$ cat config.mk
export PLATFORM = sky130hd
export DESIGN_NAME = xg_block_sync
export DESIGN_NICKNAME = d
export VERILOG_FILES = /design/src/rtl/xg_block_sync.sv
export SDC_FILE = /design/constraint.sdc
export NUM_CORES = 1
export LEC_CHECK = 0
export CAP_MARGIN = 10
export CELL_PAD_IN_SITES_DETAIL_PLACEMENT = 0
export CELL_PAD_IN_SITES_GLOBAL_PLACEMENT = 1
export CORE_MARGIN = 4
export CORE_UTILIZATION = 45
export DETAILED_ROUTE_END_ITERATION = 12
export PLACE_DENSITY = 0.81
export SLEW_MARGIN = 20
export SYNTH_ARGS = -nofsm -noshare
export SYNTH_HDL_FRONTEND = slang
export SYNTH_SLANG_ARGS = --single-unit
$ cat constraint.sdc
create_clock -name clk -period 2.92 [get_ports clk]
set_clock_uncertainty 0.05 [all_clocks]
set_input_delay 0.292 -clock clk [delete_from_list [all_inputs] [get_ports clk]]
set_output_delay 0.292 -clock clk [all_outputs]
set_load 0.02 [all_outputs]
$ cat src/rtl/xg_block_sync.sv
// 10GBASE-R block synchroniser: header lock FSM, gearbox slip, BER monitor.
// Ports: clk, rst_n, rx_header_valid/rx_header in; rx_bitslip, block_lock, hi_ber, lock_loss_count out; clear_stats in.
module xg_block_sync #(
  parameter int SH_WINDOW     = 64,
  parameter int INVALID_LIMIT = 16,
  parameter int SLIP_SETTLE   = 32,
  parameter int BER_WINDOW    = 40283,
  parameter int BER_LIMIT     = 16
) (
  input  logic        clk,
  input  logic        rst_n,
  input  logic        rx_header_valid,
  input  logic [1:0]  rx_header,
  output logic        rx_bitslip,
  output logic        block_lock,
  output logic        hi_ber,
  output logic [15:0] lock_loss_count,
  input  logic        clear_stats
);

  typedef enum logic [1:0] {
    HUNT,
    SLIP,
    LOCKED
  } state_t;

  localparam logic [6:0]  SH_LAST  = 7'(SH_WINDOW - 1);
  localparam logic [4:0]  INV_LAST = 5'(INVALID_LIMIT - 1);
  localparam logic [5:0]  SET_LAST = 6'(SLIP_SETTLE - 1);
  localparam logic [15:0] BER_LAST = 16'(BER_WINDOW - 1);
  localparam logic [4:0]  BER_LIM  = 5'(BER_LIMIT);
  localparam logic [4:0]  BER_PRE  = 5'(BER_LIMIT - 1);

  state_t      state, state_n;
  logic [6:0]  sh_cnt, sh_n;
  logic [4:0]  inv_cnt, inv_n;
  logic [5:0]  settle, settle_n;
  logic [15:0] ber_tmr;
  logic [4:0]  ber_cnt;
  logic        slip_n, lock_n, loss;
  logic        sh_ok, sh_bad;

  assign sh_ok  = rx_header_valid
                & (rx_header[1] ^ rx_header[0]);
  assign sh_bad = rx_header_valid
                & ~(rx_header[1] ^ rx_header[0]);

  always_comb begin
    state_n  = state;
    sh_n     = sh_cnt;
    inv_n    = inv_cnt;
    settle_n = settle;
    slip_n   = 1'b0;
    lock_n   = block_lock;
    loss     = 1'b0;
    unique case (state)
      HUNT: begin
        if (sh_bad) begin
          state_n  = SLIP;
          slip_n   = 1'b1;
          sh_n     = '0;
          settle_n = '0;
        end else if (sh_ok) begin
          if (sh_cnt == SH_LAST) begin
            state_n = LOCKED;
            lock_n  = 1'b1;
            sh_n    = '0;
            inv_n   = '0;
          end else begin
            sh_n = sh_cnt + 7'd1;
          end
        end
      end
      SLIP: begin
        // pulse cycle is settle==0; headers ignored throughout
        if (settle == SET_LAST) begin
          state_n  = HUNT;
          sh_n     = '0;
          inv_n    = '0;
          settle_n = '0;
        end else begin
          settle_n = settle + 6'd1;
        end
      end
      LOCKED: begin
        if (rx_header_valid) begin
          // loss of lock beats window restart
          if (sh_bad && inv_cnt == INV_LAST) begin
            state_n  = SLIP;
            lock_n   = 1'b0;
            slip_n   = 1'b1;
            loss     = 1'b1;
            sh_n     = '0;
            inv_n    = '0;
            settle_n = '0;
          end else if (sh_cnt == SH_LAST) begin
            sh_n  = '0;
            inv_n = '0;
          end else begin
            sh_n  = sh_cnt + 7'd1;
            inv_n = inv_cnt + {4'd0, sh_bad};
          end
        end
      end
      default: state_n = HUNT;
    endcase
  end

  always_ff @(posedge clk or negedge rst_n) begin
    if (!rst_n) begin
      state      <= HUNT;
      sh_cnt     <= '0;
      inv_cnt    <= '0;
      settle     <= '0;
      rx_bitslip <= 1'b0;
      block_lock <= 1'b0;
    end else begin
      state      <= state_n;
      sh_cnt     <= sh_n;
      inv_cnt    <= inv_n;
      settle     <= settle_n;
      rx_bitslip <= slip_n;
      block_lock <= lock_n;
    end
  end

  always_ff @(posedge clk or negedge rst_n) begin
    if (!rst_n) begin
      lock_loss_count <= '0;
    end else if (clear_stats) begin
      lock_loss_count <= '0;
    end else if (loss && lock_loss_count != 16'hFFFF) begin
      lock_loss_count <= lock_loss_count + 16'd1;
    end
  end

  // BER monitor only runs while lock holds now and next cycle
  always_ff @(posedge clk or negedge rst_n) begin
    if (!rst_n) begin
      ber_tmr <= '0;
      ber_cnt <= '0;
      hi_ber  <= 1'b0;
    end else if (!block_lock || !lock_n) begin
      ber_tmr <= '0;
      ber_cnt <= '0;
      hi_ber  <= 1'b0;
    end else if (ber_tmr == BER_LAST) begin
      ber_tmr <= '0;
      if (ber_cnt < BER_LIM) hi_ber <= 1'b0;
      ber_cnt <= {4'd0, sh_bad};
    end else begin
      ber_tmr <= ber_tmr + 16'd1;
      if (sh_bad) begin
        if (ber_cnt == BER_PRE) hi_ber <= 1'b1;
        if (ber_cnt != 5'h1F) ber_cnt <= ber_cnt + 5'd1;
      end
    end
  end

endmodule

# == Word level (Yosys, flattened, before mapping) ==
# Index checks and enable logic that the tools add are counted.
# W data, S select, Z words.
# op_classes
n_addsub,6
n_lt_le_gt_ge,1
n_eq_ne,19
muxes,51
bitwise,4
n_reduce_logical,17
# ops
op,count
$mux W16,4
$mux W5,11
$mux W7,6
$add A16 B1 Y16 const B,2
$mux W6,4
$pmux W7 S3,1
$pmux W6 S3,1
$eq A16 B16 Y1 const B,1
$ne A16 B16 Y1 const B,1
$pmux W5 S3,1
$mux W1,14
$ne A2 B2 Y1 const B,7
$mux W2,6
$reduce_bool A3 Y1,4
$eq A5 B4 Y1 const B,2
$reduce_and A4 Y1,2
$add A7 B1 Y7 const B,1
$eq A7 B6 Y1 const B,1
$add A6 B1 Y6 const B,1
$eq A6 B5 Y1 const B,1
$ne A3 B3 Y1 const B,2
$pmux W2 S3,1
$reduce_and A6 Y1,1
$add A5 B1 Y5,1
18 further kinds,22
# totals
ff_bits,60
out_inout_bits,19

# == Depth between registers and ports, before layout ==
# logic_depth
ltp_word,11
mapped_depth,9
ltp_nobuf,8

# == Least setup slack after synthesis ==
# Ideal clock, no wire load.
# synth_path
path_kind,register to register
startpoint,register state[0]
endpoint,register settle[4]
setup_ns,0.069
t_arrival_ns,1.991
required_time_ns,2.801
setup_slack_ns,0.810
stages_incl_launch_ff,9
period_less_slack_ns,2.110
cell_sequence,dfrtp_1 > inv_1 > ha_1 > buf_2 > or3b_1 > o32ai_1 > nor2_1 > or4_1 > nand3_1
# synth_between
elab_chain_len,3
word_cells_on_any_way,9
# synth_lines
element,line,source
from (decl),34,"state_t state, state_n;"
from (signal assigned),118,state <= state_n;
"$eq A2 B2 Y1, or another cell as far along",56,unique case (state)
$ne A2 B2 Y1 (no source line) or $reduce_bool A3 Y1 (tied branches),--,
$reduce_and A4 Y1 (no source line),--,
to (signal assigned),121,settle <= settle_n;
to (decl),37,"logic [5:0] settle, settle_n;"
# Parallel ways exist; a longest one is shown, timed or not.
# A chain may end at the register's enable or synchronous reset.

# == Final worst setup path ==
# layout_path
startpoint,register state[0]
endpoint,register lock_loss_count[9]
# layout_between
elab_chain_len,4
# layout_lines
element,line,source
$eq A2 B2 Y1,56,
$mux W1,56,
$logic_and A1 B1 Y1,132,end else if (loss && lock_loss_count != 16'hFFFF) begin
$reduce_bool A2 Y1 (no source line),--,
to (signal assigned),133,lock_loss_count <= lock_loss_count + 16'd1;
to (decl),17,"output logic [15:0] lock_loss_count,"
# No other way between the ends.

==> metrics.txt <==
Buffers on Ports=24; final WL=6743 um; Clock Pin Slew Worst Setup and Hold Paths=0.07 ns; Final period util=81.45%; gr busiest metal=met2; Net Sw Power=638.2 uW; total CTS buffers=9; EDFF count, synth=0; Initial Utilization=46.21%; Lkg Pwr=0.001623 uW; routed wire length per instance=13.73 um; Max-Cap Viols=0; DP Area=0.003699 mm^2; Cell variety after synth=56; FFs w/ async S/R, synth=100.0%; startpoint types=flop; synthesis-stage register bit count=60; Placer Congestion=0.7677; Worst setup EP type=flop; Avg Cell Area, Syn=9.389 um^2; # diodes=0; top_reg_cell synth=dfrtp_1; vias=2,677; worst r2r path cells=7; initial antenna violation count=0; Layout Utilization=53.99%; layout cells sized above 1=7.398%; syn_nets=377; first-pass GRT wire length=11,710 um; Clk pwr share=38.2%; Power per Cell Area=556.0 mW/mm^2; post-CTS resize count=0; met2 GRT Util=25.65%; Tmin final=2.378 ns; final setup fails=0; cts hold-fix bufs=0; critical path arrival=2.58 ns; CP startpoint=state[0]$_DFFE_PN0P_; design area=0.003916 mm^2; die area=0.008893 mm^2; Clock Latency Late Sink=0.33 ns; reg2reg end=lock_loss_count[9]$_DFFE_PN0P_; Max-slew headroom=50.61%; Mapped Cells=357; CP max FO=11; DR pass1 iterations=4; I/O pin cnt=25; final hold vios=0; # Post-CTS Setup Buffers=0; clk buf depth=2; GRT Resource Usage Total=16.47%; Worst VDD drop=0.3061 mV; sequential area share after synthesis=44.79%; final net count=407; largest cells by area after synthesis=dfrtp_1 45%, ha_1 5.2%, nor2_1 5.2%; Reg area=0.001501 mm^2; Final ANT Viol Nets=0; Critical Path End=lock_loss_count[9]$_DFFE_PN0P_; Clock Sinks=60; RSZ-0062 raised after global routing=false; synth warn=0; Root Buffer=clkbuf_8; FF-to-FF setup slack=0.54 ns; status=finished clean; combinational power share=18.7%; filler cell count=671; worst hold slack=0.04716 ns; sequential power share=43.1%; Synth top area share=44.79%; Fmax=420.5 MHz; number of cell rows=31; met3 GRT Util=4.247%; Tightest Pin Transition=0.7409 ns; largest net degree at the start of global routing=61; cell taking the most area after synthesis=dfrtp_1; grt ovf=0; vias per cell=5.452; worst r2r src=state[0]$_DFFE_PN0P_; die span in x=94.31 um; core footprint=0.007253 mm^2; post-route setup TNS=0 ns; Multi-input gate area=0.001755 mm^2; H-Tree Level Count=3; Hold Path Class=input port to asynchronous set/reset pin; die height=94.31 um; drc violations=0; critical path type=flop to flop; Sw Ratio=29.31%; area grow syn2layout=16.83%; CTS tree=yes; Netlist Area Pre-Place=0.003352 mm^2; dpl hpwl=4682 um; Worst EP required=3.12 ns; Power Internal=1539 uW; GR Util met1=22.36%; max-slew violations=0; DRT iter0 DRCs=142; number of global-route vias before repair=2,515
==> cell usage in the layout (no fill, tap or decap), drive strengths merged, types with 3 or more instances in the layout <==
cell type	count
o21ai	17
clkbuf	12
mux2i	3
nand3	27
a21o	4
nor4	3
mux2	3
buf	7
xnor2	15
clkdlybuf4s50	23
nand2b	7
inv	10
nor2	46
nand4	14
dfrtp	60
nor3	10
and4	5
nor2b	3
a21oi	13
xor2	11
nand2	32
or4	3
and3	6
nor4b	3
ha	14
o31ai	5
==> critical path, cell delays in order (launching register included) <==
cell and delay (ns):
dfrtp_1 0.42, inv_1 0.11, ha_1 0.37, and2_1 0.18, nand4_1 0.15, or2_1 0.37
or4_1 0.49, a21oi_1 0.15
==> cell type report <==
type	count	area share, %
flip-flops and latches	60	38.34
well taps	99	3.163
clock buffers	12	3.706
clock inverters	4	1.853
inverters	10	0.9585
repair buffers	30	7.157
multi-input cells	276	44.82
==> registers in the layout, indices dropped and copies added, names as in the netlist <==
| register | flops |
|---|---|
| hi_ber | 1 |
| settle | 6 |
| lock_loss_count | 16 |
| state | 2 |
| block_lock | 1 |
| rx_bitslip | 1 |
| ber_cnt | 5 |
| ber_tmr | 16 |
| inv_cnt | 5 |
| sh_cnt | 7 |
==> synth_stat cells (all sizes together) (2+ instances only) <==
cell	instances
nand2b	7
clkbuf	4
and4b	2
mux2i	3
or2	2
and3	6
and2	2
mux2	3
o21a	2
o22ai	2
a21oi	13
nand3b	2
or3	2
nand3	27
ha	14
dfrtp	60
and4	5
nor4b	3
nor2b	3
a31oi	2
o21ai	17
nor4	3
xnor2	15
o311ai	2
nor3b	2
nor3	10
nand4	14
buf	7
a21o	4
nand2	32
xor2	11
inv	10
or4	3
nor2	46
o31ai	5
==> through the flow <==
stage | power, uW | std cells | worst slack, ns
floorplan | 1234 | 357 | 0.8104
finish | 2177 | 491 | 0.5417
detailed placement | 1364 | 475 | 0.4431
global route | 2315 | 491 | 0.3949
CTS | 2204 | 491 | 0.5622
global placement | 1360 | 475 | 0.4564
==> routing by layer <==
| layer | vias to the layer above | routed length, um |
|---|---|---|
| met5 | - | 0 |
| li1 | 1341 | - |
| met2 | 48 | 3036 |
| met4 | 0 | 98 |
| met3 | 11 | 256 |
| met1 | 1277 | 3351 |
==> cells by family after synthesis <==
family / Yosys count / synth area share [%]
buffers and inverters: 21 / 2.837
muxes: 6 / 2.016
xor gates and xnor gates: 26 / 7.354
adders and majority gates: 14 / 5.226
and+or+nand+nor: 173 / 26.80
DFF: 60 / 44.79
AOI/OAI and AO/OA: 57 / 10.97
==> power groups by stage <==
stage	Combinational, uW	Clock (uW)	Sequential (uW)
after floorplan	291	0	943
after global placement	410	0	950
final	407	832	938
after global routing	462	905	948
after detailed placement	412	0	952
after CTS	412	855	937
==> worst min path at each step <==
| stage | end | cells past startpoint | startpoint |
|---|---|---|---|
| global placement | ber_tmr[0]$_DFF_PN0_ | 1 | ber_tmr[0]$_DFF_PN0_ |
| detailed placement | ber_tmr[0]$_DFF_PN0_ | 1 | ber_tmr[0]$_DFF_PN0_ |
| global route | lock_loss_count[8]$_DFFE_PN0P_ | 2 | rst_n |
| finish | lock_loss_count[6]$_DFFE_PN0P_ | 2 | rst_n |
| floorplan | ber_cnt[0]$_DFFE_PN0P_ | 0 | rst_n |
| CTS | lock_loss_count[8]$_DFFE_PN0P_ | 2 | rst_n |
Power figures use the tool's default switching activity.
